<file path="config.mk">
export PLATFORM = sky130hd
export DESIGN_NAME = spi_read_arbiter_flat
export DESIGN_NICKNAME = d
export VERILOG_FILES = /design/src/rtl/spi_read_arbiter_pkg.sv /design/src/rtl/spi_read_arbiter_if.sv /design/src/rtl/spi_read_arbiter_pick.sv /design/src/rtl/spi_read_arbiter.sv /design/src/flat_wrapper.sv
export SDC_FILE = /design/constraint.sdc
export NUM_CORES = 1
export LEC_CHECK = 0
export CAP_MARGIN = 25
export CORE_ASPECT_RATIO = 0.8
export CORE_MARGIN = 1
export CORE_UTILIZATION = 62
export CTS_CLUSTER_DIAMETER = 40
export DETAILED_ROUTE_END_ITERATION = 8
export DONT_BUFFER_PORTS = 1
export MAX_ROUTING_LAYER = met4
export PLACE_DENSITY = 0.86
export SYNTH_ARGS = -nofsm -noshare
export SYNTH_HDL_FRONTEND = slang
export SYNTH_SLANG_ARGS = --single-unit
</file>
<file path="constraint.sdc">
create_clock -name clk -period 2 [get_ports clk]
set_clock_uncertainty 0.15 [all_clocks]
set_input_delay 0.1 -clock clk [delete_from_list [all_inputs] [get_ports clk]]
set_output_delay 0.1 -clock clk [all_outputs]
set_load 0.05 [all_outputs]
</file>
<file path="src/rtl/spi_read_arbiter_pkg.sv">
// spi_arb_pkg: state encodings, port IDs and error byte shared by spi_read_arbiter (SPI_ARB_RR_EN selects round-robin)
package spi_arb_pkg;
    localparam logic [1:0] ST_IDLE  = 2'd0;
    localparam logic [1:0] ST_ISSUE = 2'd1;
    localparam logic [1:0] ST_WAIT  = 2'd2;
    localparam logic [1:0] ST_RESP  = 2'd3;

    typedef enum logic [1:0] {
        S_IDLE  = ST_IDLE,
        S_ISSUE = ST_ISSUE,
        S_WAIT  = ST_WAIT,
        S_RESP  = ST_RESP
    } state_t;

    localparam logic PORT_FETCH = 1'b0;
    localparam logic PORT_DATA  = 1'b1;

    localparam logic [7:0] ERR_DATA = 8'hFF;
endpackage

</file>
<file path="src/rtl/spi_read_arbiter_if.sv">
// spi_read_arbiter_if: two byte-read requester ports plus the spi_read_byte engine handshake
interface spi_read_arbiter_if #(
    parameter int ADDR_W = 16,
    parameter int DATA_W = 8
);
    logic              req0_valid;
    logic [ADDR_W-1:0] req0_addr;
    logic              req0_ack;
    logic              req0_done;
    logic [DATA_W-1:0] req0_data;
    logic              req0_err;

    logic              req1_valid;
    logic [ADDR_W-1:0] req1_addr;
    logic              req1_ack;
    logic              req1_done;
    logic [DATA_W-1:0] req1_data;
    logic              req1_err;

    logic              eng_start;
    logic [ADDR_W-1:0] eng_addr;
    logic              eng_busy;
    logic              eng_done;
    logic [DATA_W-1:0] eng_data;

    modport slave (
        input  req0_valid, req0_addr, req1_valid, req1_addr, eng_busy, eng_done, eng_data,
        output req0_ack, req0_done, req0_data, req0_err,
        output req1_ack, req1_done, req1_data, req1_err,
        output eng_start, eng_addr
    );

    modport master (
        output req0_valid, req0_addr, req1_valid, req1_addr, eng_busy, eng_done, eng_data,
        input  req0_ack, req0_done, req0_data, req0_err,
        input  req1_ack, req1_done, req1_data, req1_err,
        input  eng_start, eng_addr
    );
endinterface

</file>
<file path="src/rtl/spi_read_arbiter_pick.sv">
// spi_arb_pick: combinational winner select; SPI_ARB_RR_EN turns fixed priority into round-robin
module spi_arb_pick
    import spi_arb_pkg::*;
(
    input  logic valid0,
    input  logic valid1,
`ifdef SPI_ARB_RR_EN
    input  logic last_owner,
`endif
    output logic any,
    output logic winner
);
    // On a tie round-robin grants the port that did not go last; a lone valid always wins
    always_comb begin
        any = valid0 | valid1;
`ifdef SPI_ARB_RR_EN
        winner = (valid0 && valid1) ? ~last_owner : (valid0 ? PORT_FETCH : PORT_DATA);
`else
        winner = valid0 ? PORT_FETCH : PORT_DATA;
`endif
    end
endmodule

</file>
<file path="src/rtl/spi_read_arbiter.sv">
// spi_read_arbiter: shares one spi_read_byte engine between fetch and data ports with a done watchdog (SPI_ARB_RR_EN: round-robin)
module spi_read_arbiter
    import spi_arb_pkg::*;
#(
    parameter int ADDR_W         = 16,
    parameter int DATA_W         = 8,
    parameter int TIMEOUT_CYCLES = 255
) (
    input logic               clk,
    input logic               rst_n,
    spi_read_arbiter_if.slave bus
);
    localparam int TW = $clog2(TIMEOUT_CYCLES + 1);
    localparam logic [TW-1:0] TMAX = TW'(TIMEOUT_CYCLES - 1);

    state_t            state;
    logic              owner;
    logic [TW-1:0]     timer;
    logic              any;
    logic              winner;
    logic [ADDR_W-1:0] grant_addr;
    logic [DATA_W-1:0] resp_data;

`ifdef SPI_ARB_RR_EN
    logic last_owner;

    spi_arb_pick u_pick (
        .valid0     (bus.req0_valid),
        .valid1     (bus.req1_valid),
        .last_owner (last_owner),
        .any        (any),
        .winner     (winner)
    );
`else
    spi_arb_pick u_pick (
        .valid0 (bus.req0_valid),
        .valid1 (bus.req1_valid),
        .any    (any),
        .winner (winner)
    );
`endif

    // Address of the winner and the byte to return: engine data, or all ones on timeout
    always_comb begin
        grant_addr = winner ? bus.req1_addr : bus.req0_addr;
        resp_data  = bus.eng_done ? bus.eng_data : '1;
    end

    // Sequencer IDLE -> ISSUE -> WAIT -> RESP; every output is registered
    always_ff @(posedge clk) begin
        if (!rst_n) begin
            state         <= S_IDLE;
            owner         <= PORT_FETCH;
            timer         <= '0;
            bus.eng_start <= 1'b0;
            bus.eng_addr  <= '0;
            bus.req0_ack  <= 1'b0;
            bus.req0_done <= 1'b0;
            bus.req0_data <= '0;
            bus.req0_err  <= 1'b0;
            bus.req1_ack  <= 1'b0;
            bus.req1_done <= 1'b0;
            bus.req1_data <= '0;
            bus.req1_err  <= 1'b0;
`ifdef SPI_ARB_RR_EN
            last_owner    <= PORT_DATA;
`endif
        end else begin
            case (state)
                S_IDLE: begin
                    if (!bus.eng_busy && any) begin
                        owner         <= winner;
                        bus.eng_addr  <= grant_addr;
                        bus.eng_start <= 1'b1;
                        bus.req0_ack  <= (winner == PORT_FETCH);
                        bus.req1_ack  <= (winner == PORT_DATA);
                        state         <= S_ISSUE;
                    end
                end
                S_ISSUE: begin
                    bus.eng_start <= 1'b0;
                    bus.req0_ack  <= 1'b0;
                    bus.req1_ack  <= 1'b0;
                    timer         <= '0;
                    state         <= S_WAIT;
                end
                S_WAIT: begin
                    timer <= timer + 1'b1;
                    if (bus.eng_done || timer == TMAX) begin
                        bus.req0_done <= (owner == PORT_FETCH);
                        bus.req1_done <= (owner == PORT_DATA);
                        if (owner == PORT_FETCH) begin
                            bus.req0_data <= resp_data;
                            bus.req0_err  <= ~bus.eng_done;
                        end else begin
                            bus.req1_data <= resp_data;
                            bus.req1_err  <= ~bus.eng_done;
                        end
                        state <= S_RESP;
                    end
                end
                S_RESP: begin
                    bus.req0_done <= 1'b0;
                    bus.req1_done <= 1'b0;
`ifdef SPI_ARB_RR_EN
                    last_owner    <= owner;
`endif
                    state         <= S_IDLE;
                end
                default: state <= S_IDLE;
            endcase
        end
    end
endmodule
</file>
<file path="src/flat_wrapper.sv">
// flat-port wrapper written by rule: the top's interface ports become plain ports
module spi_read_arbiter_flat import spi_arb_pkg::*;
#(
    parameter int ADDR_W         = 16,
    parameter int DATA_W         = 8,
    parameter int TIMEOUT_CYCLES = 255
)
  (clk, rst_n, bus_req0_valid, bus_req0_addr, bus_req1_valid, bus_req1_addr, bus_eng_busy, bus_eng_done, bus_eng_data, bus_req0_ack, bus_req0_done, bus_req0_data, bus_req0_err, bus_req1_ack, bus_req1_done, bus_req1_data, bus_req1_err, bus_eng_start, bus_eng_addr);
  spi_read_arbiter_if #(.ADDR_W(ADDR_W), .DATA_W(DATA_W)) bus_i ();
  input logic clk;
  input logic rst_n;
  input wire logic [$bits(bus_i.req0_valid)-1:0] bus_req0_valid;
  input wire logic [$bits(bus_i.req0_addr)-1:0] bus_req0_addr;
  input wire logic [$bits(bus_i.req1_valid)-1:0] bus_req1_valid;
  input wire logic [$bits(bus_i.req1_addr)-1:0] bus_req1_addr;
  input wire logic [$bits(bus_i.eng_busy)-1:0] bus_eng_busy;
  input wire logic [$bits(bus_i.eng_done)-1:0] bus_eng_done;
  input wire logic [$bits(bus_i.eng_data)-1:0] bus_eng_data;
  output wire logic [$bits(bus_i.req0_ack)-1:0] bus_req0_ack;
  output wire logic [$bits(bus_i.req0_done)-1:0] bus_req0_done;
  output wire logic [$bits(bus_i.req0_data)-1:0] bus_req0_data;
  output wire logic [$bits(bus_i.req0_err)-1:0] bus_req0_err;
  output wire logic [$bits(bus_i.req1_ack)-1:0] bus_req1_ack;
  output wire logic [$bits(bus_i.req1_done)-1:0] bus_req1_done;
  output wire logic [$bits(bus_i.req1_data)-1:0] bus_req1_data;
  output wire logic [$bits(bus_i.req1_err)-1:0] bus_req1_err;
  output wire logic [$bits(bus_i.eng_start)-1:0] bus_eng_start;
  output wire logic [$bits(bus_i.eng_addr)-1:0] bus_eng_addr;
  assign bus_i.req0_valid = bus_req0_valid;
  assign bus_i.req0_addr = bus_req0_addr;
  assign bus_i.req1_valid = bus_req1_valid;
  assign bus_i.req1_addr = bus_req1_addr;
  assign bus_i.eng_busy = bus_eng_busy;
  assign bus_i.eng_done = bus_eng_done;
  assign bus_i.eng_data = bus_eng_data;
  assign bus_req0_ack = bus_i.req0_ack;
  assign bus_req0_done = bus_i.req0_done;
  assign bus_req0_data = bus_i.req0_data;
  assign bus_req0_err = bus_i.req0_err;
  assign bus_req1_ack = bus_i.req1_ack;
  assign bus_req1_done = bus_i.req1_done;
  assign bus_req1_data = bus_i.req1_data;
  assign bus_req1_err = bus_i.req1_err;
  assign bus_eng_start = bus_i.eng_start;
  assign bus_eng_addr = bus_i.eng_addr;
  spi_read_arbiter #(.ADDR_W(ADDR_W), .DATA_W(DATA_W), .TIMEOUT_CYCLES(TIMEOUT_CYCLES)) u_core (.clk(clk), .rst_n(rst_n), .bus(bus_i));
endmodule
</file>
==> flow_results.xml <==
<?xml version="1.0" encoding="UTF-8"?>
<metrics>
  <group name="run_status">
    <metric name="outcome" unit="">complete, no violations</metric>
  </group>
  <group name="drt">
    <metric name="route.detailed.drc" unit="">0</metric>
    <metric name="routedWlPerCell" unit="microns">20.8</metric>
    <metric name="drtAntennaViolNets" unit="">0</metric>
    <metric name="route.detailed.vias_per_inst" unit="">6.33</metric>
    <metric name="dr.pass1.iters" unit="">5</metric>
    <metric name="vias" unit="">2025</metric>
    <metric name="drt_iter0_drc" unit="">103</metric>
    <metric name="routed_wirelength" unit="microns">6670</metric>
  </group>
  <group name="die">
    <metric name="std_cell_rows" unit="">19</metric>
    <metric name="starting_utilization_of_the_core_area" unit="%">65.2</metric>
    <metric name="floorplan.io_pins" unit="">85</metric>
    <metric name="chipHeight" unit="microns">55.9</metric>
    <metric name="fp.coreArea" unit="sq um">3450</metric>
    <metric name="design.die.area" unit="sq um">3870</metric>
    <metric name="die_width" unit="microns">69.3</metric>
  </group>
  <group name="global_routing">
    <metric name="grt_first_pass_wirelength" unit="microns">10500</metric>
    <metric name="global_route.usage.met1" unit="%">39.1</metric>
    <metric name="grt_start_max_net_pins" unit="">48</metric>
    <metric name="globalRouteOverflowTotal" unit="">0</metric>
    <metric name="groute.layer.met3.usage" unit="%">12.5</metric>
    <metric name="gr-max-usage-layer" unit="">met2</metric>
    <metric name="grt_util_met2" unit="%">60.3</metric>
    <metric name="antenna_violations_before_repair" unit="">0</metric>
    <metric name="vias_in_the_first_global_route" unit="">2090</metric>
    <metric name="grt_util_all_layers" unit="%">36.6</metric>
  </group>
  <group name="clocking">
    <metric name="clock_latency" unit="ns">0.31</metric>
    <metric name="clockRootBuffer" unit="">sky130_fd_sc_hd__clkbuf_8</metric>
    <metric name="clock_sink_count" unit="">50</metric>
    <metric name="numCtsBuffers" unit="">5</metric>
    <metric name="post_cts.repair.setup_buffers" unit="">0</metric>
    <metric name="cts.htree.levels" unit="">2</metric>
    <metric name="cts.reportedPaths.clkPinSlew" unit="ns">0.09</metric>
    <metric name="tritoncts" unit="">yes</metric>
    <metric name="clock_tree.buffer_depth" unit="">2</metric>
  </group>
  <group name="final_layout">
    <metric name="final_common_cell" unit="">sky130_fd_sc_hd__dfxtp_1</metric>
    <metric name="syn2layout_area_growth" unit="%">32.6</metric>
    <metric name="mostFrequentLayoutCells" unit="">sky130_fd_sc_hd__dfxtp_1 (50), sky130_fd_sc_hd__dlygate4sd3_1 (45), sky130_fd_sc_hd__nand2_1 (30)</metric>
    <metric name="final.fill_count" unit="">139</metric>
    <metric name="final-instance-count-excl-fill" unit="">320</metric>
    <metric name="final_util" unit="%">86.5</metric>
    <metric name="insertedDiodeCount" unit="">0</metric>
    <metric name="final_nets" unit="">329</metric>
    <metric name="drive_gt1_share" unit="%">18.7</metric>
  </group>
  <group name="pwr">
    <metric name="power_switching_share" unit="%">43.6</metric>
    <metric name="intPower" unit="mW">2.04</metric>
    <metric name="ir_drop" unit="V">0.00102</metric>
    <metric name="power_frac_seq" unit="%">45.3</metric>
    <metric name="p_comb_share" unit="%">34.0</metric>
    <metric name="p_leak" unit="nW">1.36</metric>
    <metric name="cellPowerDensity" unit="nW/um^2">1210</metric>
    <metric name="net-switching-power" unit="mW">1.58</metric>
    <metric name="totalPowerFinal" unit="mW">3.62</metric>
    <metric name="clk_pwr_share" unit="%">20.7</metric>
  </group>
  <group name="worst_setup_path">
    <metric name="critPathMaxStageDelay" unit="ns">0.43</metric>
    <metric name="worstPathArrival" unit="ns">2.01</metric>
    <metric name="worst_r2r_endpoint" unit="">u_core.timer[5]</metric>
    <metric name="start_kind" unit="">register</metric>
    <metric name="critical_path_peak_fanout" unit="">8</metric>
    <metric name="cp_cell_sequence" unit="">inv_1 &gt; ha_2 &gt; nand4_1 &gt; or3_1 &gt; a21oi_1</metric>
    <metric name="reg2reg_setup_slack" unit="ns">0.08</metric>
    <metric name="worst-endpoint-required" unit="ns">2.10</metric>
    <metric name="worst_r2r_path_depth" unit="">5</metric>
    <metric name="kind_of_end_point_of_the_critical_path" unit="">register</metric>
    <metric name="worstSetupPathType" unit="">reg -&gt; reg</metric>
    <metric name="critical_path.reg2reg.startpoint" unit="">u_core.state[1]</metric>
    <metric name="cp_slowest_cell" unit="">sky130_fd_sc_hd__ha_2</metric>
  </group>
  <group name="sta">
    <metric name="rsz_0062_raised_after_global_routing" unit="">no</metric>
    <metric name="totalNegativeSetupSlack" unit="ns">0</metric>
    <metric name="slew-limit-headroom" unit="%">61.4</metric>
    <metric name="fin_crit_sh" unit="%">95.8</metric>
    <metric name="final.min_clock_period" unit="ns">1.92</metric>
    <metric name="hold_violations" unit="">0</metric>
    <metric name="maxSlewViolCount" unit="">0</metric>
    <metric name="setup_viol" unit="">0</metric>
    <metric name="whs" unit="ns">0.00958</metric>
    <metric name="tightest_slew" unit="ns">0.578</metric>
    <metric name="fmax" unit="MHz">522</metric>
  </group>
  <group name="logic_synthesis">
    <metric name="yosys_register_bits" unit="">50</metric>
    <metric name="synthesis.nets" unit="">267</metric>
    <metric name="ys_warn_count" unit="">0</metric>
    <metric name="number_of_enable_flip_flop_cells_after_synthesis" unit="">0</metric>
    <metric name="post_synth_design_cell_area" unit="sq um">2250</metric>
    <metric name="synth.avg_cell_area" unit="sq um">10.5</metric>
    <metric name="synth.yosys.seq_area_share" unit="%">44.5</metric>
    <metric name="syn_inst" unit="">215</metric>
    <metric name="synth_async_sr_flop_share" unit="%">0</metric>
    <metric name="ys_dominant_reg_cell" unit="">sky130_fd_sc_hd__dfxtp_1</metric>
    <metric name="synth.distinct_cells" unit="">35</metric>
  </group>
  <group name="placement">
    <metric name="post-place-cells" unit="">266</metric>
    <metric name="dpl.hpwl" unit="microns">3300</metric>
    <metric name="placement.io_buffers" unit="">0</metric>
    <metric name="finalWeightedCongestion" unit="">0.879</metric>
  </group>
  <group name="flow_run">
    <metric name="cap_viol_max_count" unit="">0</metric>
  </group>
  <group name="worst_hold_path">
    <metric name="worstHoldPathCells" unit="">3</metric>
    <metric name="holdPathEnd" unit="">u_core.bus.req1_ack</metric>
    <metric name="hp-start" unit="">bus_req1_valid</metric>
    <metric name="hold_path.class" unit="">in -&gt; reg</metric>
  </group>
</metrics>
==> power by group through the flow <==
stage,Sequential (mW),Combinational (mW),Clock [mW]
floorplan,1.79,0.667,0
global placement,1.63,0.972,0
detailed placement,1.65,1.02,0
CTS,1.62,1.14,0.736
global route,1.66,1.30,0.791
finish,1.64,1.23,0.750
==> sequential cells by signal, indices dropped and copies added, names as in the netlist <==
register              count
u_core.owner              1
u_core.bus.req1_err       1
u_core.state              2
u_core.bus.req0_ack       1
u_core.timer              8
u_core.bus.req1_ack       1
u_core.bus.eng_addr      16
u_core.bus.req0_done      1
u_core.bus.eng_start      1
u_core.bus.req0_err       1
u_core.bus.req1_done      1
u_core.bus.req0_data      8
u_core.bus.req1_data      8
==> metrics by stage <==
stage	setup slack, ns	cell area, sq um
floorplan	0.329	2250
detailed placement	0.135	2390
CTS	0.106	2980
finish	0.0835	2980
global route	0.0534	2980
global placement	0.276	2390
==> area by class of cell <==
| type | count | area (sq um) | share of cell area, % |
|---|---|---|---|
| Multi-Input combinational cell | 146 | 1140 | 38.4 |
| Sequential cell | 50 | 1000 | 33.6 |
| Timing Repair Buffer | 67 | 641 | 21.5 |
| Clock buffer | 5 | 68.8 | 2.31 |
| Tap cell | 42 | 52.6 | 1.76 |
| Clock inverter | 3 | 47.5 | 1.59 |
| Inverter | 7 | 26.3 | 0.881 |
==> metal layers <==
layer	routed length, microns	vias to the layer above
met4	255	0
li1	-	911
met2	3280	115
met3	558	23
met5	0	-
met1	2580	976
==> cells in the mapped netlist, types with 2 or more instances <==
cell type                  number  area (sq um)
sky130_fd_sc_hd__a21boi_0       2          15.0
sky130_fd_sc_hd__a21oi_1        5          25.0
sky130_fd_sc_hd__buf_2          3          15.0
sky130_fd_sc_hd__buf_6          4          45.0
sky130_fd_sc_hd__clkbuf_1       5          18.8
sky130_fd_sc_hd__dfxtp_1       50          1000
sky130_fd_sc_hd__ha_1           6          75.1
sky130_fd_sc_hd__inv_1          7          26.3
sky130_fd_sc_hd__mux2i_1       18           180
sky130_fd_sc_hd__nand2_1       30           113
sky130_fd_sc_hd__nand2b_1       9          56.3
sky130_fd_sc_hd__nand3b_1       2          15.0
sky130_fd_sc_hd__nand4_1        3          18.8
sky130_fd_sc_hd__nor2_1         8          30.0
sky130_fd_sc_hd__nor2_4         2          22.5
sky130_fd_sc_hd__nor2b_1        2          12.5
sky130_fd_sc_hd__o211a_1       17           170
sky130_fd_sc_hd__o21a_1         2          15.0
sky130_fd_sc_hd__o21ai_0        3          15.0
sky130_fd_sc_hd__o221a_1        5          56.3
sky130_fd_sc_hd__o221a_2       14           158
sky130_fd_sc_hd__o32ai_1        2          17.5
sky130_fd_sc_hd__xor2_1         4          35.0
==> worst max-delay path: cells and delay by family (launching register included) <==
family | cells | cell delay [ns]
flops | 1 | 0.42
compound gates | 1 | 0.16
buf+inv | 1 | 0.12
fa+ha+maj | 1 | 0.43
simple gates | 2 | 0.57
==> kinds of logic after synthesis <==
| group | Yosys count | synth area share [%] |
|---|---|---|
| muxes | 18 | 8.01 |
| adders and majority gates | 6 | 3.34 |
| DFF | 50 | 44.5 |
| AOI/OAI and AO/OA | 53 | 22.5 |
| and+or+nand+nor | 64 | 15.0 |
| xor gates and xnor gates | 5 | 1.95 |
| buffers and inverters | 19 | 4.67 |
==> worst max-delay path by stage <==
stage,start,to,slack (ns),cells after the start
2_1_floorplan,u_core.timer[0],u_core.bus.req1_data[2],0.33,6
3_3_place_gp,u_core.timer[0],u_core.bus.req0_data[7],0.28,6
3_5_place_dp,u_core.state[1],u_core.timer[5],0.14,5
4_1_cts,u_core.state[1],u_core.timer[5],0.11,5
5_1_grt,u_core.state[1],u_core.timer[5],0.05,5
6_report,u_core.state[1],u_core.timer[5],0.08,5
==> timing repair <==
item,4_1_cts,5_1_grt
hold buffers,46,0
resized for setup,0,1
setup endpoints to repair,0,2
hold endpoints to repair,50,0
Note: power is estimated with default switching activity, not from simulation.
